## config.mk

```make
export PLATFORM = sky130hd
export DESIGN_NAME = uart_cmd_assembler
export DESIGN_NICKNAME = d
export VERILOG_FILES = /design/src/rtl/uart_cmd_assembler.sv
export SDC_FILE = /design/constraint.sdc
export NUM_CORES = 1
export LEC_CHECK = 0
export ABC_CLOCK_PERIOD_IN_PS = 3500
export CAP_MARGIN = 20
export CORE_UTILIZATION = 55
export DETAILED_ROUTE_END_ITERATION = 7
export GPL_ROUTABILITY_DRIVEN = 0
export PLACE_DENSITY = 0.81
export SYNTH_ARGS = -nofsm -noshare
export SYNTH_HDL_FRONTEND = slang
export SYNTH_SLANG_ARGS = --single-unit
```

## constraint.sdc

```tcl
create_clock -name clk -period 3.5 [get_ports clk]
set_clock_uncertainty 0.1 [all_clocks]
set_input_delay 0.875 -clock clk [delete_from_list [all_inputs] [get_ports clk]]
set_output_delay 0.875 -clock clk [all_outputs]
set_load 0.01 [all_outputs]
```

## src/rtl/uart_cmd_assembler.sv

```systemverilog
// Pairs received UART bytes (high byte first) into 16-bit commands for the command FSM.
// Includes an inter-byte timeout and a sticky flag for commands overwritten before being taken.
module uart_cmd_assembler #(
  parameter int TIMEOUT_CYC = 104160
) (
  input  logic        clk,
  input  logic        rst_n,
  input  logic        rx_rdy,
  input  logic [7:0]  rx_data,
  output logic        clr_rx_rdy,
  output logic [15:0] cmd,
  output logic        cmd_rdy,
  input  logic        clr_cmd_rdy,
  output logic        timeout_err,
  output logic        overrun,
  input  logic        clr_err
);

  localparam int CW = $clog2(TIMEOUT_CYC + 1);
  localparam logic [CW-1:0] TERM = CW'(TIMEOUT_CYC - 1);

  localparam logic [0:0] IDLE     = 1'b0;
  localparam logic [0:0] WAIT_LOW = 1'b1;

  logic [0:0]    state_q, state_d;
  logic [7:0]    highByte_q, highByte_d;
  logic [CW-1:0] count_q, count_d;
  logic [15:0]   cmd_q, cmd_d;
  logic          cmdRdy_q, cmdRdy_d;
  logic          pending_q, pending_d;
  logic          timeoutErr_q, timeoutErr_d;
  logic          overrun_q, overrun_d;

  assign clr_rx_rdy  = rx_rdy;
  assign cmd         = cmd_q;
  assign cmd_rdy     = cmdRdy_q;
  assign timeout_err = timeoutErr_q;
  assign overrun     = overrun_q;

  // pending_q remembers an untaken command even after a new high byte drops cmd_rdy,
  // so the following completion can still be flagged as an overrun.
  always_comb begin
    state_d      = state_q;
    highByte_d   = highByte_q;
    count_d      = count_q;
    cmd_d        = cmd_q;
    cmdRdy_d     = cmdRdy_q;
    pending_d    = pending_q;
    timeoutErr_d = 1'b0;
    overrun_d    = overrun_q;

    if (clr_cmd_rdy) begin
      cmdRdy_d  = 1'b0;
      pending_d = 1'b0;
    end
    if (clr_err) begin
      overrun_d = 1'b0;
    end

    case (state_q)
      IDLE: begin
        if (rx_rdy) begin
          highByte_d = rx_data;
          count_d    = '0;
          cmdRdy_d   = 1'b0;
          state_d    = WAIT_LOW;
        end
      end
      WAIT_LOW: begin
        // A byte arriving on the terminal count still completes the command.
        if (rx_rdy) begin
          cmd_d     = {highByte_q, rx_data};
          cmdRdy_d  = 1'b1;
          pending_d = 1'b1;
          count_d   = '0;
          state_d   = IDLE;
          if (pending_q && !clr_cmd_rdy) begin
            overrun_d = 1'b1;
          end
        end else if (count_q == TERM) begin
          highByte_d   = 8'h00;
          count_d      = '0;
          timeoutErr_d = 1'b1;
          state_d      = IDLE;
        end else begin
          count_d = count_q + CW'(1);
        end
      end
      default: state_d = IDLE;
    endcase
  end

  always_ff @(posedge clk or negedge rst_n) begin
    if (!rst_n) begin
      state_q      <= IDLE;
      highByte_q   <= 8'h00;
      count_q      <= '0;
      cmd_q        <= 16'h0000;
      cmdRdy_q     <= 1'b0;
      pending_q    <= 1'b0;
      timeoutErr_q <= 1'b0;
      overrun_q    <= 1'b0;
    end else begin
      state_q      <= state_d;
      highByte_q   <= highByte_d;
      count_q      <= count_d;
      cmd_q        <= cmd_d;
      cmdRdy_q     <= cmdRdy_d;
      pending_q    <= pending_d;
      timeoutErr_q <= timeoutErr_d;
      overrun_q    <= overrun_d;
    end
  end

endmodule

```

==> flow_summary_export.csv <==
group,metric,value,unit
yosys,syn_avg_cell_area,10.7,sq um
yosys,synth_cell_types,38,
routing,vias,1698,
yosys,synthCells,200,
timing,whs,333,ps
setup_path,critical_path_arrival,1890,ps
setup_path,crit_path_cell_trace,"clkdlybuf4s50_1 -> clkdlybuf4s50_1",
setup_path,worstPathRequired,2520,ps
yosys,yosysWarnings,0,
timing,timing.final.ws_setup,639,ps
setup_path,crit_buf_inv,2,
clock_tree,cts_sinks,46,
global_routing,grt_max_degree,47,
timing,setup_viol,0,
outcome,status,"completed",
global_routing,antenna_found_initial,0,
routing,ant_nets,0,
timing,setup_tns,0,ps
clock_tree,cts_buffers,5,
timing,finalCritPeriodShare,0.818,
timing,period_minus_slack,2860,ps
yosys,synth-adder-area-share,0.00582,
timing,slew_viol_final,0,
yosys,synth_edf_count,0,
global_routing,grtUsageTotal,0.247,
yosys,synth-compound-area-share,0.134,
clock_tree,cts_tree,"built",
timing,rsz0062_at_grt,"no",
floorplan,placementRows,22,
global_routing,grt_pass1_wl,7.76,mm
setup_path,end_kind,"primary output",
pwr,ir_drop,0.411,mV
clock_tree,postCtsHoldBufs,0,
setup_path,critPathMaxFanout,2,
timing,slew_headroom,0.413,
yosys,yosys.area_share.simple,0.198,
pwr,leakage,0.00111,uW
routing,drtIter0Drc,125,
placed_design,place_ws,533,ps
setup_path,path_class,"input port to primary output",
clock_tree,root_buffer,"clkbuf_8",
routing,drc,0,
routing,viasPerCell,6.11,
setup_path,path_common_cell,"clkdlybuf4s50_1",
finish,final_util,0.693,
yosys,syn_nets,214,
clock_tree,clk_pin_slew,90,ps
placed_design,dp_hpwl,3.03,mm
global_routing,grt_pass1_vias,1672,
yosys,synth-xor-area-share,0.00407,
setup_path,max_stage_delay,530,ps
yosys,ys_ff_latch,46,
finish,final_area,2580,sq um
floorplan,core_area,3720,sq um
timing,worst_pin_slew,874,ps
yosys,synth.mux.area_fraction,0.0838,
placed_design,io_buffers,32,
finish,diodes,0,
routing,drt-pass1-iter-count,5,
finish,drive_gt1_frac,0.143,
clock_tree,cts_htree_levels,2,
finish,layout.nets,243,
floorplan,die-area,4160,sq um
finish,syn2layout_area_growth,19.8,%
timing,hold_violations,0,
floorplan,die_w,64.5,microns
min_path,hold_class,"input port to asynchronous set/reset pin",
setup_path,slowest_stage,"clkdlybuf4s50_1",
setup_path,crit_path_start_kind,"input port",
yosys,async_reset_ff_frac,1.00,
pwr,power_density,508,nW/um^2
placed_design,placed_cell_area,2470,sq um
job,maxCapViolCount,0,
setup_path,crit_family,"buffers and inverters",
yosys,ys_seq_area_frac,0.536,
clock_tree,clk_latency,300,ps
global_routing,overflow,0,
routing,drt-total-wl,4.46,mm
yosys,synth_top_family_by_area,"simple AND/OR/NAND/NOR gates",
timing,fmax,0.349,GHz
clock_tree,cts_setup_buffers,0,
clock_tree,cts_buffer_depth,2,
yosys,synthFlopType,"dfrtp_1",
floorplan,die_h,64.5,microns
clock_tree,cts-resized-gates,0,
floorplan,io_pins,33,
yosys,syn_area,2150,sq um
routing,avgRoutedWirePerCell,16.1,microns
floorplan,start_util,0.578,
area by class of cell:
class	count	area, sq um
fill	282	1140
multi-input combinational	138	917
clock buffer	5	68.8
clock inverter	3	21.3
timing repair buffer	34	343
tap	48	60.1
inverter	4	15.0
sequential	46	1150
Yosys cell counts (all sizes together), types with 6 or more instances:
master,n,area (sq um)
nand2,27,101
nor4,6,52.6
o21ai,13,65.1
mux2,16,180
nor2,8,30.0
buf,10,58.8
nor3,6,30.0
o31ai,8,60.1
a21o,6,45.0
dfrtp,46,1150
per-stage QoR:
step / power [uW] / cells
global placement: 984 / 269
global route: 1380 / 278
finish: 1310 / 278
floorplan: 818 / 200
CTS: 1320 / 277
detailed placement: 999 / 269
metal layers:
| layer | part of all wire | global-route usage |
|---|---|---|
| met1 | 0.43 | 0.322 |
| met4 | 0.023 | 0.117 |
| met3 | 0.065 | 0.0458 |
| met5 | 0 | 0 |
| met2 | 0.49 | 0.399 |
kinds of logic after synthesis:
group	Yosys count
and+or+nand+nor	78
DFF	46
AOI/OAI and AO/OA	42
buffers and inverters	16
muxes	16
xor gates and xnor gates	1
adders and majority gates	1
worst paths after layout:
path                                  from       endpoint  slack [ps]  cells past startpoint
worst max-delay path                rx_rdy     clr_rx_rdy         640                      2
worst min-delay path                 rst_n    count_q[13]         330                      1
worst max register to register  count_q[0]  highByte_q[2]         950                      5
worst min register to register      cmd[6]         cmd[6]         410                      1
max in group asynchronous            rst_n        cmd[12]        2500                      2
min in group clk                    cmd[6]         cmd[6]         410                      1
registers in the layout, summed over array words and instances, names as in the netlist:
register and cells:
count_q 17, cmd 16, highByte_q 8, cmd_rdy 1
overrun 1, pending_q 1, state_q 1, timeout_err 1
where the power goes:
group	internal, uW	switching (uW)
Sequential	619	49.0
Combinational	189	131
Clock	140	179
cell usage in the layout (no fill, tap or decap), types with 2 or more instances in the layout:
master and instances:
dfrtp_1 46, clkdlybuf4s50_1 31, nand2_1 27, mux2_2 16
o21ai_0 13, nor2_1 8, o31ai_1 8, nor3_1 6
a21o_1 6, nand3_1 5, nor4_1 5, a22o_1 5
clkbuf_8 5, nand2b_1 4, or2_2 4, inv_1 4
nand4_1 4, or3_1 4, a211oi_1 4, nand4bb_1 2
nor2b_1 2, or4_1 2
No activity file was read; power rests on OpenSTA's default activity.
